<file path="config.mk">
export PLATFORM = sky130hd
export DESIGN_NAME = garage_occupancy_display_flat
export DESIGN_NICKNAME = d
export VERILOG_FILES = /design/src/rtl/garage_occupancy_display_pkg.sv /design/src/rtl/garage_occupancy_display_if.sv /design/src/rtl/garage_occupancy_display_sensor_debounce.sv /design/src/rtl/garage_occupancy_display.sv /design/src/flat_wrapper.sv
export SDC_FILE = /design/constraint.sdc
export NUM_CORES = 1
export LEC_CHECK = 0
export CAP_MARGIN = 20
export CORE_MARGIN = 2
export CORE_UTILIZATION = 46
export DETAILED_ROUTE_END_ITERATION = 8
export HOLD_SLACK_MARGIN = 0.03
export PLACE_DENSITY = 0.73
export SLEW_MARGIN = 20
export SYNTH_ARGS = -nofsm -noshare
export SYNTH_HDL_FRONTEND = slang
export SYNTH_SLANG_ARGS = --single-unit
</file>
<file path="constraint.sdc">
create_clock -name clk -period 4.2 [get_ports clk]
set_input_delay 0.84 -clock clk [delete_from_list [all_inputs] [get_ports clk]]
set_output_delay 0.84 -clock clk [all_outputs]
set_load 0.1 [all_outputs]
</file>
<file path="src/rtl/garage_occupancy_display_pkg.sv">
// Shared types and helpers for the garage occupancy display: direction FSM states
// and the active-low 7-segment encoding.
package garage_pkg;

    typedef enum logic [2:0] {
        IDLE,
        ENT1,
        ENT2,
        ENT3,
        EXT1,
        EXT2,
        EXT3,
        WAIT0
    } state_e;

    localparam logic [6:0] SEG_BLANK = 7'h7F;

    // Bit order {g,f,e,d,c,b,a}; anything outside 0..9 shows blank.
    function automatic logic [6:0] digit_to_seg(input logic [6:0] d);
        logic [6:0] seg;
        case (d)
            7'd0:    seg = 7'h40;
            7'd1:    seg = 7'h79;
            7'd2:    seg = 7'h24;
            7'd3:    seg = 7'h30;
            7'd4:    seg = 7'h19;
            7'd5:    seg = 7'h12;
            7'd6:    seg = 7'h02;
            7'd7:    seg = 7'h78;
            7'd8:    seg = 7'h00;
            7'd9:    seg = 7'h10;
            default: seg = SEG_BLANK;
        endcase
        return seg;
    endfunction

endpackage

</file>
<file path="src/rtl/garage_occupancy_display_if.sv">
// Sensor inputs and display/status outputs of the occupancy display.
// master = the display block, slave = whatever drives the sensors and reads the display.
interface garage_occupancy_display_if;
    logic       sensor_a;
    logic       sensor_b;
    logic [6:0] seg_ones;
    logic [6:0] seg_tens;
    logic       digit_sel;
    logic [1:0] an;
    logic [6:0] count;
    logic       full;
    logic       empty;

    modport master (
        input  sensor_a, sensor_b,
        output seg_ones, seg_tens, digit_sel, an, count, full, empty
    );

    modport slave (
        output sensor_a, sensor_b,
        input  seg_ones, seg_tens, digit_sel, an, count, full, empty
    );
endinterface

</file>
<file path="src/rtl/garage_occupancy_display_sensor_debounce.sv">
// Two-flop synchronizer followed by a level debouncer: the output follows the
// synchronized input only after it has differed for DEBOUNCE_CYCLES consecutive cycles.
module sensor_debounce #(
    parameter int DEBOUNCE_CYCLES = 100000
) (
    input  logic clk,
    input  logic reset_n,
    input  logic raw_i,
    output logic level_o
);
    localparam int CW = $clog2(DEBOUNCE_CYCLES + 1);

    logic          sync1_q, sync2_q;
    logic          level_q;
    logic [CW-1:0] cnt_q;

    always_ff @(posedge clk) begin
        if (!reset_n) begin
            sync1_q <= 1'b0;
            sync2_q <= 1'b0;
            level_q <= 1'b0;
            cnt_q   <= '0;
        end else begin
            sync1_q <= raw_i;
            sync2_q <= sync1_q;
            if (sync2_q == level_q) begin
                cnt_q <= '0;
            end else if (cnt_q == CW'(DEBOUNCE_CYCLES - 1)) begin
                level_q <= sync2_q;
                cnt_q   <= '0;
            end else begin
                cnt_q <= cnt_q + CW'(1);
            end
        end
    end

    assign level_o = level_q;
endmodule

</file>
<file path="src/rtl/garage_occupancy_display.sv">
// Occupancy counter driven by two debounced beam sensors, with registered
// 7-segment digit codes and a free-running digit refresh divider.
module garage_occupancy_display
    import garage_pkg::*;
#(
    parameter int CAPACITY        = 20,
    parameter int DEBOUNCE_CYCLES = 100000,
    parameter int REFRESH_DIV     = 200000
) (
    input  logic                          clk,
    input  logic                          reset_n,
    garage_occupancy_display_if.master    bus
);
    localparam logic [6:0] CAP_C = 7'(CAPACITY);
    localparam int         RW    = $clog2(REFRESH_DIV + 1);

    logic          a_deb, b_deb;
    state_e        state_q;
    logic          inc_q, dec_q;
    logic [6:0]    count_q, count_d;
    logic          full_q, empty_q;
    logic [6:0]    seg_ones_q, seg_tens_q;
    logic [RW-1:0] ref_q;
    logic          sel_q;

    sensor_debounce #(.DEBOUNCE_CYCLES(DEBOUNCE_CYCLES)) u_deb_a (
        .clk(clk), .reset_n(reset_n), .raw_i(bus.sensor_a), .level_o(a_deb)
    );
    sensor_debounce #(.DEBOUNCE_CYCLES(DEBOUNCE_CYCLES)) u_deb_b (
        .clk(clk), .reset_n(reset_n), .raw_i(bus.sensor_b), .level_o(b_deb)
    );

    // Each state holds on its own sensor level; any other unlisted pair falls to WAIT0.
    always_ff @(posedge clk) begin
        if (!reset_n) begin
            state_q <= IDLE;
            inc_q   <= 1'b0;
            dec_q   <= 1'b0;
        end else begin
            inc_q <= 1'b0;
            dec_q <= 1'b0;
            case (state_q)
                IDLE: case ({a_deb, b_deb})
                    2'b10:   state_q <= ENT1;
                    2'b01:   state_q <= EXT1;
                    2'b11:   state_q <= WAIT0;
                    default: state_q <= IDLE;
                endcase
                ENT1: case ({a_deb, b_deb})
                    2'b11:   state_q <= ENT2;
                    2'b00:   state_q <= IDLE;
                    2'b10:   state_q <= ENT1;
                    default: state_q <= WAIT0;
                endcase
                ENT2: case ({a_deb, b_deb})
                    2'b01:   state_q <= ENT3;
                    2'b10:   state_q <= ENT1;
                    2'b11:   state_q <= ENT2;
                    default: state_q <= WAIT0;
                endcase
                ENT3: case ({a_deb, b_deb})
                    2'b00: begin
                        state_q <= IDLE;
                        inc_q   <= 1'b1;
                    end
                    2'b11:   state_q <= ENT2;
                    2'b01:   state_q <= ENT3;
                    default: state_q <= WAIT0;
                endcase
                EXT1: case ({a_deb, b_deb})
                    2'b11:   state_q <= EXT2;
                    2'b00:   state_q <= IDLE;
                    2'b01:   state_q <= EXT1;
                    default: state_q <= WAIT0;
                endcase
                EXT2: case ({a_deb, b_deb})
                    2'b10:   state_q <= EXT3;
                    2'b01:   state_q <= EXT1;
                    2'b11:   state_q <= EXT2;
                    default: state_q <= WAIT0;
                endcase
                EXT3: case ({a_deb, b_deb})
                    2'b00: begin
                        state_q <= IDLE;
                        dec_q   <= 1'b1;
                    end
                    2'b11:   state_q <= EXT2;
                    2'b10:   state_q <= EXT3;
                    default: state_q <= WAIT0;
                endcase
                default: state_q <= ({a_deb, b_deb} == 2'b00) ? IDLE : WAIT0;
            endcase
        end
    end

    always_comb begin
        count_d = count_q;
        if (inc_q && count_q != CAP_C) begin
            count_d = count_q + 7'd1;
        end else if (dec_q && count_q != 7'd0) begin
            count_d = count_q - 7'd1;
        end
    end

    // Segment codes lag count by one cycle since they are derived from count_q.
    always_ff @(posedge clk) begin
        if (!reset_n) begin
            count_q    <= 7'd0;
            full_q     <= 1'b0;
            empty_q    <= 1'b1;
            seg_ones_q <= digit_to_seg(7'd0);
            seg_tens_q <= SEG_BLANK;
        end else begin
            count_q    <= count_d;
            full_q     <= (count_d == CAP_C);
            empty_q    <= (count_d == 7'd0);
            seg_ones_q <= digit_to_seg(count_q % 7'd10);
            seg_tens_q <= (count_q < 7'd10) ? SEG_BLANK : digit_to_seg(count_q / 7'd10);
        end
    end

    always_ff @(posedge clk) begin
        if (!reset_n) begin
            ref_q <= '0;
            sel_q <= 1'b0;
        end else if (ref_q == RW'(REFRESH_DIV - 1)) begin
            ref_q <= '0;
            sel_q <= ~sel_q;
        end else begin
            ref_q <= ref_q + RW'(1);
        end
    end

    assign bus.seg_ones  = seg_ones_q;
    assign bus.seg_tens  = seg_tens_q;
    assign bus.digit_sel = sel_q;
    assign bus.an        = sel_q ? 2'b01 : 2'b10;
    assign bus.count     = count_q;
    assign bus.full      = full_q;
    assign bus.empty     = empty_q;
endmodule

</file>
<file path="src/flat_wrapper.sv">
// flat-port wrapper written by rule: the top's interface ports become plain ports
module garage_occupancy_display_flat import garage_pkg::*;
#(
    parameter int CAPACITY        = 20,
    parameter int DEBOUNCE_CYCLES = 100000,
    parameter int REFRESH_DIV     = 200000
)
  (clk, reset_n, bus_sensor_a, bus_sensor_b, bus_seg_ones, bus_seg_tens, bus_digit_sel, bus_an, bus_count, bus_full, bus_empty);
  garage_occupancy_display_if bus_i ();
  input  logic clk;
  input  logic reset_n;
  input wire logic [$bits(bus_i.sensor_a)-1:0] bus_sensor_a;
  input wire logic [$bits(bus_i.sensor_b)-1:0] bus_sensor_b;
  output wire logic [$bits(bus_i.seg_ones)-1:0] bus_seg_ones;
  output wire logic [$bits(bus_i.seg_tens)-1:0] bus_seg_tens;
  output wire logic [$bits(bus_i.digit_sel)-1:0] bus_digit_sel;
  output wire logic [$bits(bus_i.an)-1:0] bus_an;
  output wire logic [$bits(bus_i.count)-1:0] bus_count;
  output wire logic [$bits(bus_i.full)-1:0] bus_full;
  output wire logic [$bits(bus_i.empty)-1:0] bus_empty;
  assign bus_i.sensor_a = bus_sensor_a;
  assign bus_i.sensor_b = bus_sensor_b;
  assign bus_seg_ones = bus_i.seg_ones;
  assign bus_seg_tens = bus_i.seg_tens;
  assign bus_digit_sel = bus_i.digit_sel;
  assign bus_an = bus_i.an;
  assign bus_count = bus_i.count;
  assign bus_full = bus_i.full;
  assign bus_empty = bus_i.empty;
  garage_occupancy_display #(.CAPACITY(CAPACITY), .DEBOUNCE_CYCLES(DEBOUNCE_CYCLES), .REFRESH_DIV(REFRESH_DIV)) u_core (.clk(clk), .reset_n(reset_n), .bus(bus_i));
endmodule
</file>
==> impl_metrics.toml <==
[grt]
antenna_found_initial = 0
grt.total_usage_pct = 17.1
grt_pass1_vias = 3622
overflow = 0
grt_pass1_wl_um = 15700
grt_max_degree = 22

[finish]
fin_cells = 703
syn2layout_area_growth_pct = 12.2
final_util_pct = 52.9
antenna_cells = 0
layout-drive-gt1-share_pct = 4.74
seqCellArea_mm2 = 0.00174
fillers = 905
final_cell_mix = "dfxtp_1, nor2_1, nand2_1, nand3_1, clkdlybuf4s50_1"
layout_commonest_cell = "dfxtp_1"
multiInputGateArea_mm2 = 0.00268
nets = 592

[synth]
synth.largest_area_cell = "dfxtp_1"
syn_area_per_cell_um2 = 8.43
ys.flop_type = "dfxtp_1"
syn-num-nets = 574
synthesis.area_mm2 = 0.00461
ys_seq_area_share_pct = 37.8
synthTopCellsByArea = "dfxtp_1, nor2_1, ha_1"
synth_edf_count = 0
synth_seq_cells = 87
ys_async_sr_fraction_pct = 0
synth-warning-count = 0
ys_types = 63
yosysTopAreaCellShare_pct = 37.8
synth_cells = 547

[routing]
routed_wl_um = 8970
drc = 0
final_antenna_net_count = 0
drt_iter0_markers = 297
vias_per_cell = 5.45
drtPass1Iterations = 5
vias = 3830
wl_per_cell_um = 12.8

[die]
ioPinCount = 30
die-area_mm2 = 0.0108
initial_core_util_pct = 47.2
die_width_um = 104
core_mm2 = 0.00977
fp.dieH_um = 104
num_rows = 36

[clock_network]
insertion_delay_ns = 0.35
cts_buffers = 9
clk_pin_slew_worst_paths_ns = 0.09
clock_sinks = 87
cts_tree = "yes"
holdBufCountCts = 0
cts_resized = 0
cts-root-buf = "clkbuf_8"
htreeDepth = 3
cts.path.max_buffers = 2
cts_setup_buffers = 0

[placed_design]
portBuffers = 29
placed_cells = 687
place_congestion = 0.865
post-dp-hpwl_um = 6320

[min_path]
hold_class = "reg -> reg"
worstHoldStart = "u_core.u_deb_b.sync1_q"
holdPathStages = 1
hold_end = "u_core.u_deb_b.sync2_q"

[timing]
finalHoldViolCount = 0
max_slew_margin_pct = 33.5
final.period_utilization_pct = 84.9
post-route-min-period_ns = 3.56
worst_hold_slack_ns = 0.440
tns_ns = 0
rsz0062_at_grt = "no"
setup_viol = 0
clock_skew_ns = 0.00931
slew_violations = 0
max_freq_mhz = 281
worstMarginPinSlew_ns = 0.995

[worst_setup_path]
critPathLaunchType = "register"
r2r_cells = 9
regToRegStartpoint = "u_core.bus.count[5]"
path_class = "reg -> reg"
critPathMaxFanout = 21
r2r-end = "u_core.bus.seg_ones[4]"
cp_data_arrival_time_ns = 3.83
cp.required_ns = 4.47
r2r_setup_slack_ns = 0.64
crit_start = "u_core.bus.count[5]"
worstSetupEndpointType = "register"

[power_and_ir_drop]
ir_worst_vdd_mv = 0.159
pwr_density_cell_mw_per_mm2 = 278
p_leak_nw = 1.85
p_total_mw = 1.44

[status]
status = "finished clean"

[run]
drv_cap = 0
-- cells by family (layout without fill, tap and decap cells) --
group	count (synthesis)	count (layout)	synth area share, %
xor+xnor	53	53	10.1
flops	87	87	37.8
compound gates	89	89	13.1
buf+inv	45	68	4.10
fa+ha+maj	24	24	6.46
simple gates	237	237	25.5
mux	12	12	3.04
-- through the flow --
| stage | worst slack [ns] | cell area [um^2] |
|---|---|---|
| 4_1_cts | 0.675 | 5170 |
| 3_5_place_dp | 0.730 | 4970 |
| 3_3_place_gp | 0.886 | 4970 |
| 6_report | 0.636 | 5170 |
| 5_1_grt | 0.365 | 5170 |
| 2_1_floorplan | 0.326 | 4610 |
-- Yosys cell counts (all sizes together) (2+ instances only) --
cell and n:
mux2 3, nand2b 4, nor2b 10, nor4bb 3, nor3 9, o31ai 4, a221oi 2, nor4 3
buf 5, nand4 14, a211oi 2, o2bb2ai 2, nand3 30, inv 20, nand4b 2, mux2i 8
o211ai 2, o32ai 2, clkbuf 19, and3 9, nor3b 3, o41ai 2, or3 7, xnor2 25
o22ai 5, a21oi 24, o21ai 27, or4 3, ha 23, o311ai 2, nand2 35, xor2 28
o21a 2, and2 12, a221o 2, nor2 85, or2 3, dfxtp 87
-- critical path, cell delays in order (launching register included) --
cell      delay (ns)
dfxtp_1         0.75
nor2b_1         0.36
xnor2_1         0.16
o211a_1         0.25
ha_1            0.25
inv_1           0.09
a221oi_4        0.53
mux2i_1         0.47
mux2_4          0.35
a221oi_2        0.26
-- worst max-delay path by stage --
| stage | to | cells past startpoint |
|---|---|---|
| 2_1_floorplan | u_core.bus.seg_ones[4] | 10 |
| 3_3_place_gp | u_core.bus.seg_ones[4] | 9 |
| 3_5_place_dp | u_core.bus.seg_ones[4] | 9 |
| 4_1_cts | u_core.bus.seg_ones[4] | 9 |
| 5_1_grt | u_core.bus.seg_ones[4] | 9 |
| 6_report | u_core.bus.seg_ones[4] | 9 |
-- cell type report --
cell class	count	share of cell area, %
Clock buffer	12	2.80
Clock inverter	4	1.06
Inverter	21	1.52
Multi-Input combinational cell	415	51.8
Sequential cell	87	33.7
Tap cell	133	3.22
Timing Repair Buffer	31	5.90
-- where the power goes --
part	internal [mW]	leakage, nW	total, mW	switching (mW)
Combinational	0.00735	1.05	0.0200	0.0127
Clock	0.294	0.0968	0.588	0.294
Sequential	0.829	0.702	0.832	0.00346
-- per-layer routing --
layer	share of wire, %	track usage (%)	routed length, um	vias to the layer above
li1	-	-	-	1940
met1	45	20.8	4070	1751
met2	47	28.7	4200	115
met3	5.1	4.51	461	24
met4	2.7	7.34	238	0
met5	0	0	0	-
-- flip-flops by register name (all words and copies together), names as in the netlist, 3 cells and up --
register              flops
u_core.bus.count          7
u_core.state_q            3
u_core.bus.seg_ones       7
u_core.u_deb_a.cnt_q     17
u_core.bus.seg_tens       7
u_core.ref_q             18
u_core.u_deb_b.cnt_q     17
(Power assumes the default switching activity.)
